<file path="src/rtl/hex_circle_scroller.sv">
// hex_circle_scroller
//   Moves a single "circle" glyph across NUM_DIGITS seven-segment digits.
//   There are four modes: manual placement, scroll-left, scroll-right and
//   bounce. An internal divider fires one movement tick every TICK_DIV
//   cycles. Every output is registered.
//
// Ports
//   clk_i     system clock, rising edge
//   rst_ni    asynchronous active-low reset
//   enable_i  0 blanks the display and freezes all motion state
//   mode_i    00 manual, 01 scroll-left (+1), 10 scroll-right (-1), 11 bounce
//   pos_i     digit index used in manual mode
//   vert_i    1 = up circle (8'h63), 0 = down circle (8'h5C)
//   hex_o     digit d is hex_o[8*d +: 8]; an empty digit is 8'h00
//   pos_o     current position register
//   step_o    one-cycle pulse on each movement step
module hex_circle_scroller #(
    parameter int NUM_DIGITS = 6,
    parameter int TICK_DIV   = 50_000_000,
    parameter int POS_W      = 3
) (
    input  logic                    clk_i,
    input  logic                    rst_ni,
    input  logic                    enable_i,
    input  logic [1:0]              mode_i,
    input  logic [POS_W-1:0]        pos_i,
    input  logic                    vert_i,
    output logic [8*NUM_DIGITS-1:0] hex_o,
    output logic [POS_W-1:0]        pos_o,
    output logic                    step_o
);

    localparam logic [1:0] MODE_MANUAL = 2'b00;
    localparam logic [1:0] MODE_LEFT   = 2'b01;
    localparam logic [1:0] MODE_RIGHT  = 2'b10;
    localparam logic [1:0] MODE_BOUNCE = 2'b11;

    localparam logic DIR_UP   = 1'b0;
    localparam logic DIR_DOWN = 1'b1;

    localparam logic [7:0] SYM_UP   = 8'h63;
    localparam logic [7:0] SYM_DOWN = 8'h5C;

    localparam int              CNT_W    = (TICK_DIV > 2) ? $clog2(TICK_DIV) : 1;
    localparam logic [CNT_W-1:0] CNT_LAST = CNT_W'(TICK_DIV - 1);

    localparam logic [POS_W-1:0] POS_LAST   = POS_W'(NUM_DIGITS - 1);
    localparam logic [POS_W-1:0] POS_PENULT = POS_W'(NUM_DIGITS - 2);
    // One extra bit so the range check still works when NUM_DIGITS == 2**POS_W.
    localparam logic [POS_W:0]   POS_LIMIT  = (POS_W + 1)'(NUM_DIGITS);

    logic [CNT_W-1:0]        cnt_q,  cnt_d;
    logic [POS_W-1:0]        pos_q,  pos_d;
    logic                    dir_q,  dir_d;
    logic [1:0]              mode_q, mode_d;
    logic [8*NUM_DIGITS-1:0] hex_q,  hex_d;
    logic                    step_q, step_d;

    logic       mode_chg;
    logic       counting;
    logic       tick;
    logic       blank;
    logic       pos_q_valid;
    logic       pos_i_valid;
    logic       sym_sel;
    logic [7:0] sym;

    always_comb begin
        // NOTE: every signal gets a default before any branch, so no path
        // leaves one unassigned and no latch is inferred.
        mode_chg    = (mode_i != mode_q);
        counting    = enable_i && (mode_i != MODE_MANUAL) && !mode_chg;
        tick        = counting && (cnt_q == CNT_LAST);
        pos_q_valid = ({1'b0, pos_q} < POS_LIMIT);
        pos_i_valid = ({1'b0, pos_i} < POS_LIMIT);

        cnt_d  = '0;
        pos_d  = pos_q;
        dir_d  = dir_q;
        blank  = !enable_i;
        step_d = tick;
        // mode_q tracks only while enabled, so a mode switched while blanked
        // still counts as a change (restarting the divider) on re-enable.
        mode_d = enable_i ? mode_i : mode_q;

        if (counting && !tick) begin
            cnt_d = cnt_q + CNT_W'(1);
        end

        if (enable_i) begin
            if (mode_chg && (mode_i == MODE_BOUNCE)) begin
                dir_d = DIR_UP;
            end

            if (mode_i == MODE_MANUAL) begin
                if (pos_i_valid) begin
                    pos_d = pos_i;
                end else begin
                    blank = 1'b1;
                end
            end else if (tick) begin
                if (!pos_q_valid) begin
                    pos_d = '0;
                end else begin
                    unique case (mode_i)
                        MODE_LEFT: begin
                            pos_d = (pos_q == POS_LAST) ? '0 : pos_q + POS_W'(1);
                        end
                        MODE_RIGHT: begin
                            pos_d = (pos_q == '0) ? POS_LAST : pos_q - POS_W'(1);
                        end
                        MODE_BOUNCE: begin
                            if (dir_q == DIR_UP) begin
                                if (pos_q == POS_LAST) begin
                                    dir_d = DIR_DOWN;
                                    pos_d = POS_PENULT;
                                end else begin
                                    pos_d = pos_q + POS_W'(1);
                                end
                            end else begin
                                if (pos_q == '0) begin
                                    dir_d = DIR_UP;
                                    pos_d = POS_W'(1);
                                end else begin
                                    pos_d = pos_q - POS_W'(1);
                                end
                            end
                        end
                        default: pos_d = pos_q;
                    endcase
                end
            end
        end

        // The glyph follows next-state direction so it flips on the same step
        // that reverses the bounce.
        sym_sel = vert_i ^ ((mode_i == MODE_BOUNCE) && (dir_d == DIR_DOWN));
        sym     = sym_sel ? SYM_UP : SYM_DOWN;

        // An out-of-range position matches no digit and so leaves all blank.
        hex_d = '0;
        for (int d = 0; d < NUM_DIGITS; d++) begin
            if (!blank && (pos_d == POS_W'(d))) begin
                hex_d[8*d +: 8] = sym;
            end
        end
    end

    // NOTE: state registers use non-blocking assignments so all flops sample
    // their inputs together on the edge, regardless of statement order.
    always_ff @(posedge clk_i or negedge rst_ni) begin
        if (!rst_ni) begin
            cnt_q  <= '0;
            pos_q  <= '0;
            dir_q  <= DIR_UP;
            mode_q <= MODE_MANUAL;
            hex_q  <= '0;
            step_q <= 1'b0;
        end else begin
            cnt_q  <= cnt_d;
            pos_q  <= pos_d;
            dir_q  <= dir_d;
            mode_q <= mode_d;
            hex_q  <= hex_d;
            step_q <= step_d;
        end
    end

    assign hex_o  = hex_q;
    assign pos_o  = pos_q;
    assign step_o = step_q;

endmodule

</file>
<file path="config.mk">
export PLATFORM = sky130hd
export DESIGN_NAME = hex_circle_scroller
export DESIGN_NICKNAME = d
export VERILOG_FILES = /design/src/rtl/hex_circle_scroller.sv
export SDC_FILE = /design/constraint.sdc
export NUM_CORES = 1
export LEC_CHECK = 0
export CAP_MARGIN = 0
export CORE_UTILIZATION = 53
export CTS_BUF_LIST = sky130_fd_sc_hd__clkbuf_2
export DETAILED_ROUTE_END_ITERATION = 10
export PLACE_DENSITY = 0.83
export SETUP_SLACK_MARGIN = 0.15
export SYNTH_ARGS = -nofsm -noshare
export SYNTH_HDL_FRONTEND = slang
export SYNTH_SLANG_ARGS = --single-unit
</file>
<file path="constraint.sdc">
create_clock -name clk_i -period 2.7 [get_ports clk_i]
set_input_delay 0.675 -clock clk_i [delete_from_list [all_inputs] [get_ports clk_i]]
set_output_delay 0.675 -clock clk_i [all_outputs]
set_load 0.05 [all_outputs]
</file>
**Word level (Yosys, flattened, before mapping)**

Cells that the tools add are included.

- Order comparisons: 2
- $add $sub $neg: 3
- Multiplexer cells: 31
- Reductions and logical operators: 20
- Bitwise gates (word level): 1
- Equal/unequal tests: 11

Operators by type and width:

| kind | count |
|---|---|
| 7-bit two-way mux | 6 |
| 3-bit two-way mux | 10 |
| 26-bit by 1-bit adder with 26-bit output (second input constant) | 1 |
| 26-bit equality test (second input constant) | 1 |
| 26-bit two-way mux | 1 |
| 1-bit logical AND | 12 |
| 1-bit two-way mux | 12 |
| 3-bit equality test (second input constant) | 3 |
| 3-bit one-hot mux with 3 select lines | 1 |
| 3-bit by 2-bit equality test with 1-bit output (second input constant) | 2 |
| 3-bit zero test | 2 |
| 3-bit less-than comparator (second input constant) | 2 |
| 6-bit two-way mux | 1 |
| 2-bit equality test (second input constant) | 2 |
| 1-bit zero test | 4 |
| 3-bit by 1-bit adder with 3-bit output (second input constant) | 1 |
| 3-bit by 1-bit equality test with 1-bit output (second input constant) | 1 |
| 3-bit by 1-bit subtractor with 3-bit output (second input constant) | 1 |
| 2-bit by 1-bit equality test with 1-bit output (second input constant) | 1 |
| 2-bit zero test | 1 |
| 2-bit != test | 1 |
| 2-bit nonzero test | 1 |
| 1-bit bitwise XOR | 1 |

- Output and inout bits: 52
- Bits in registers: 81
- Logic and storage cells: 74
- Input port bits: 9

**Depth between registers and ports, before layout**

Gate-level depths: netlist of the first run.

- Depth in word-level cells: 14
- Gate-level depth with buffers: 9
- Depth with buffers taken out: 8

**Worst setup path before layout of the first run**

No wires, ideal clock.

- Path type: input to register
- From: in mode_i[0]
- To: reg hex_q[36] (netlist: hex_o[36])
- Cell stages on the path: 8
- Setup time: 0.101 ns
- Arrival time: 2.492 ns
- Data required time: 2.599 ns
- Slack: 0.107 ns
- Path buffers: 1
- Path through: buf_4 xor2_1 nor3_1 nand4_1 mux2_4 inv_2 or4_4 nor4_1

- Elaborated cells on any way between the ends: 34
- Those cells by class: eq/ne (5); mux (18); bitwise (1); reduce/logical (10)

RTL lines:

| what | RTL line | RTL |
|---|---|---|
| start, declared | 25 | `input logic [1:0] mode_i,` |
| branches (longest 5 deep; another with 3-bit one-hot mux with 3 select lines) | - |  |
| 3-bit two-way mux * | 95 | `if (mode_i == MODE_MANUAL) begin` |
| 3-bit two-way mux * | 90 | `if (enable_i) begin` |
| named net pos_d[1] | 53 | `logic [POS_W-1:0] pos_q, pos_d;` |
| 3-bit equality test * | 143 | `if (!blank && (pos_d == POS_W'(d))) begin` |
| 1-bit logical AND * | 143 |  |
| 7-bit two-way mux * | 143 |  |
| end signal, assigned | 157 | `hex_q <= '0;` |
| end signal, assigned | 164 | `hex_q <= hex_d;` |
| end, declared | 56 | `logic [8*NUM_DIGITS-1:0] hex_q, hex_d;` |

Mark *: on every way through the listed nets, which the timed path passes.
A chain may end at the register's enable or synchronous reset.

**Worst setup path after layout of the first run**

- From: reg cnt_q[18]
- To: reg hex_q[44] (netlist: hex_o[44])

- Elaborated cells on any way between the ends: 14
- Those cells by class: eq/ne (2); mux (8); bitwise (1); reduce/logical (3)

RTL lines:

| what | RTL line | RTL |
|---|---|---|
| start, declared | 52 | `logic [CNT_W-1:0] cnt_q, cnt_d;` |
| start signal, assigned | 160 | `cnt_q <= cnt_d;` |
| 26-bit equality test | 73 | `tick = counting && (cnt_q == CNT_LAST);` |
| 1-bit logical AND | 73 |  |
| 3-bit two-way mux | 101 | `end else if (tick) begin` |
| 3-bit two-way mux | 95 |  |
| 3-bit two-way mux | 90 |  |
| named net pos_d[1] | 53 |  |
| 3-bit equality test | 143 |  |
| 1-bit logical AND | 143 |  |
| 7-bit two-way mux | 143 |  |

The timed path passes the listed nets, and every way through them passes these cells.

==> flow_summary.ini, run 1 <==
[status]
status = finished, final reports clean

[sta]
min_period_ps = 2430
rsz0062_at_grt = false
fin_skew_ps = 27.9
post-route-period-util = 0.899
final-setup-viol-count = 0
slew_headroom = 0.655
hold_violations = 0
max_freq_mhz = 412
tns_ps = 0
final_max_slew_viol_count = 0
tightest_slew_ps = 517
fin_ws_ps = 273

[global_routing]
grt_max_degree = 31
antenna_found_initial = 0
grt_pass1_vias = 2208
grt_pass1_wl_um = 9510
gr-total-overflow = 0
grt_use_total = 0.218

[route]
drc = 0
wl_per_cell_um = 13.1
ant_nets = 0
wl_met2_um = 2940
dr_wl_met3_um = 234
routed_wl_um = 5860
highest_layer = met4
vias = 2371
first_iter_violations = 115
vias_per_cell = 5.32
wl_met1_um = 2590
drtPass1Iterations = 4

[power]
vdd_drop_max_mv = 0.256
share_comb_of_total_power = 0.244
powerDensity_nw_per_um2 = 416
p_int_mw = 0.992
power_mw = 1.52
p_switching_mw = 0.531
clockPowerShare = 0.223
p_seq_frac = 0.533
p_leak_nw = 1.55
switching_share = 0.349

[synthesis]
syn_area_per_cell_um2 = 9.24
synthArstFlopShare = 1.00
synthTopCellsByArea = dfrtp_1, buf_4, nor2_1
synth_top_area_share = 0.443
post-synth-top-count-cell = dfrtp_1
postSynthCellCount = 312
ys_ff_latch = 51
ys.flop_type = dfrtp_1
yosysUniqueCellTypes = 53
synth.largest_area_cell = dfrtp_1
synth_area_um2 = 2880
yosys-top-cells-count = dfrtp_1, nor2_1, buf_4, nand2_1, xor2_1
synth_warnings = 0
synth_edf_count = 0
synth_seq_area_share = 0.443

[die]
core_area_um2 = 5170
dieArea_um2 = 5740
die_w_um = 75.7
io_pins = 61
std_cell_rows = 26
chipHeight_um = 75.7
start_util = 0.557

[critical_path]
crit_type = reg -> reg
start_kind = register
path_max_fanout = 4
critical_path_arrival_ps = 2830
crit_path_end_kind = register
required_ps = 3110

[cts]
numCtsBuffers = 5
clk_latency_ps = 480
path_clk_slew_ps = 290
h-tree-depth = 2
cts_tree = built
clkSinkCount = 51
cts_buffer_depth = 2
postCtsHoldBufs = 0
root_buffer = clkbuf_2

[layout]
stdcell_area_um2 = 3660
drive_gt1_frac = 0.197
final_nets = 385
antennaDiodeCount = 0
syn_to_final_growth_pct = 27.0
fillers = 371

[placed_design]
gp_congestion = 0.888
numPortBuffers = 54
dp_slack_ps = -362
dpl_cell_area_um2 = 3510
hpwl_um = 4330

[min_path]
hold_path.class = in -> async

[job]
drv_cap = 0
metal layers:
metal,track usage,vias up
li1,-,1162
met1,0.269,1131
met2,0.379,68
met3,0.0357,10
met4,0.0947,0
met5,0,-
power groups by stage:
stage / clock network [mW] / logic, mW / registers, mW
detailed placement: 0 / 0.368 / 0.824
global placement: 0 / 0.363 / 0.823
global route: 0.368 / 0.400 / 0.817
floorplan: 0 / 0.197 / 0.864
finish: 0.340 / 0.371 / 0.812
CTS: 0.342 / 0.366 / 0.812
cell type report:
type                            instances  area (um2)  share of cell area
Multi-Input combinational cell        211        1340               0.365
Sequential cell                        51        1280               0.350
Timing Repair Buffer                   94         862               0.236
Tap cell                               70        87.6              0.0239
Inverter                               12        45.0              0.0123
Clock buffer                            5        25.0             0.00684
Clock inverter                          3        25.0             0.00684
worst max-delay path, cell delays in order (launching register included):
cell,delay (ps)
dfrtp_1,490
nor4b_1,310
and4b_1,260
buf_4,120
nand4_1,150
mux2_4,260
inv_2,30
or4_4,570
nor3_2,170
cells by family (layout without fill, tap and decap cells):
kind of cell	count (synthesis)	count (layout)	synth area share
fa+ha+maj	1	1	0.00434
mux	6	6	0.0239
other cells	1	6	0.00130
xor+xnor	26	26	0.0790
simple gates	151	151	0.276
buf+inv	55	114	0.120
flops	51	51	0.443
compound gates	21	21	0.0525
placed cells by master (no fill, tap or decap), types with 4 or more instances in the layout:
master	instances
nand3_1	12
or3_1	5
nor4_1	5
nor3_1	10
xnor2_1	7
nand4_1	11
clkbuf_2	5
nor4b_1	4
xor2_1	19
clkdlybuf4s50_1	48
nand2_1	22
nor2_1	47
nor3_2	5
o21ai_0	5
conb_1	6
buf_4	38
inv_1	11
dfrtp_1	48
final timing paths:
path,from,endpoint,slack (ps),cells after the start
min in group clk_i,cnt_q[0],cnt_q[0],540,1
min reg2reg,cnt_q[0],cnt_q[0],540,1
max in group asynchronous,rst_ni,hex_o[44],2050,2
max,cnt_q[18],hex_o[44],270,8
min,rst_ni,cnt_q[17],100,1
max reg2reg,cnt_q[18],hex_o[44],270,8
registers in the layout, summed over array words and instances, names as in the netlist:
| signal | flops |
|---|---|
| cnt_q | 26 |
| dir_q | 1 |
| step_o | 1 |
| pos_o | 3 |
| hex_o | 18 |
| mode_q | 2 |
metrics by stage:
stage | hold WS (ps) | utilization | cells
finish | 103 | 0.708 | 446
global route | 126 | 0.708 | 446
CTS | 124 | 0.688 | 440
detailed placement | 511 | 0.678 | 432
global placement | 503 | 0.678 | 432
floorplan | 379 | - | 317
timing repair:
action | in CTS | in global routing
endpoints found under the hold margin | 0 | 0
buffers inserted | 0 | 6
resized for setup | 4 | 14
endpoints found under the setup margin | 4 | 9
pin swaps | 0 | 1
Power figures use the tool's default switching activity.
==> inputs of run 2 (changes only) <==
Settings changed: TNS_END_PERCENT from default to 30.
==> run 2 against run 1 <==
Compared with the run above: flip-flop and latch count stayed put; global-route usage barely moved; clock skew about the same; count of clock-buffer cells in the layout is the same; die area unchanged; clock power hardly changed; highest routed layer unchanged; hold slack gained 2.9 ps; combinational power shrank 1%; largest power group unchanged; first-iteration DRC count fell by 7.8%; sequential power about the same; critical path type is now reg -> out; sequential share of layout area barely moved.
==> flow_summary.ini, run 2 (synthesis results as in run 1) <==
[cts]
path_clk_slew_ps = 290
h-tree-depth = 2
numCtsBuffers = 5
root_buffer = clkbuf_2
clk_latency_ps = 470
clkSinkCount = 51
cts_buffer_depth = 2
cts_tree = built

[layout]
final_core_util = 0.707
fillers = 374
stdcell_area_um2 = 3650
final_common_cell = clkdlybuf4s50_1
mostFrequentLayoutCells = clkdlybuf4s50_1, dfrtp_1, nor2_1
largest_reg_flops = 26
stdcell_count = 446
top_register = cnt_q
final_nets = 385
antennaDiodeCount = 0
drive_gt1_frac = 0.189
syn_to_final_growth_pct = 26.8

[placed_design]
numPortBuffers = 54
dpl_cell_area_um2 = 3510
gp_congestion = 0.888
dp_slack_ps = -362
placed_cells_incl_taps = 432
hpwl_um = 4330

[route]
vias = 2373
drtPass1Iterations = 4
wl_per_cell_um = 13.0
routed_wl_um = 5800
vias_per_cell = 5.32
drc = 0
ant_nets = 0
first_iter_violations = 106

[sta]
min_period_ps = 2520
tightest_slew_ps = 520
max_freq_mhz = 397
hold_violations = 0
final-setup-viol-count = 0
tns_ps = 0
slew_headroom = 0.653
holdWs_ps = 106
post-route-period-util = 0.934
final_max_slew_viol_count = 0
fin_ws_ps = 179
rsz0062_at_grt = true
fin_skew_ps = 28.2

[critical_path]
timing.rr.end = hex_o[4]
cpPeakStageDelay_ps = 850
critical_path_arrival_ps = 1850
crit_path_end_kind = output port
crit_type = reg -> out
path_max_fanout = 5
cp_top_family = buffers and inverters
critPathBufInv = 1
r2r_slack_ps = 240
start_kind = register
worstRegToRegCells = 8
slowest_stage = clkdlybuf4s50_1
r2r_start = cnt_q[17]
crit_path_cell_trace = clkdlybuf4s50_1
required_ps = 2030

[power]
p_leak_nw = 1.54
powerDensity_nw_per_um2 = 415
power_mw = 1.52
vdd_drop_max_mv = 0.259

[global_routing]
grt_pass1_wl_um = 9500
grt_use_total = 0.218
grt_pass1_vias = 2221
grt_max_degree = 31
antenna_found_initial = 0
gr-total-overflow = 0

[min_path]
hold_path.class = in -> async

[die]
std_cell_rows = 26
io_pins = 61
core_area_um2 = 5170
start_util = 0.557
die_w_um = 75.7
dieArea_um2 = 5740
chipHeight_um = 75.7

[job]
drv_cap = 0

[status]
status = finished, final reports clean
run 2: cell count changes in the layout (fill, tap and decap cells not counted):
cell	before	now
dlymetal6s2s_1	2	3
nor4b_2	0	1
clkdlybuf4s50_1	48	49
nor4_4	1	0
nor3_2	5	2
nor4b_1	4	3
nor3_1	10	13
nor4_1	5	6
nor4bb_2	1	0
nor4bb_4	0	1
nor2_2	1	0
nor2_4	0	1
dlygate4sd2_1	3	1
run 2: area by class of cell:
cell class              instances  area, um2  area share
clock buffers                   5       25.0     0.00685
clock inverters                 3       25.0     0.00685
inverters                      12       45.0      0.0123
multi-input cells             211       1330       0.363
flip-flops and latches         51       1280       0.350
well taps                      70       87.6      0.0240
repair buffers                 94        867       0.237
run 2: repair_timing:
item	4_1_cts	5_1_grt
setup endpoints to repair	4	14
pin swaps	0	2
gates resized for setup	1	14
endpoints found under the hold margin	0	0
hold buffers	0	0
setup buffers	0	6
run 2: layer usage:
| metal | share of wire | track usage |
|---|---|---|
| met4 | 0.016 | 0.0947 |
| met1 | 0.44 | 0.265 |
| met3 | 0.051 | 0.0357 |
| met2 | 0.50 | 0.382 |
| met5 | 0 | 0 |
run 2: where the power goes:
| part | internal (mW) | leakage, nW | switching, mW |
|---|---|---|---|
| sequential | 0.785 | 0.692 | 0.0267 |
| clock | 0.0708 | 0.0300 | 0.269 |
| combinational | 0.137 | 0.822 | 0.229 |
run 2: how the worst max path moves through the flow:
stage,cells after the start,from,to,slack (ps)
detailed placement,7,mode_i[1],hex_o[36],-360
finish,1,pos_o[1],pos_o[1],180
floorplan,8,mode_i[0],hex_o[36],170
global placement,7,mode_i[1],hex_o[4],-290
CTS,1,pos_o[0],pos_o[0],90
global route,8,cnt_q[17],hex_o[4],80
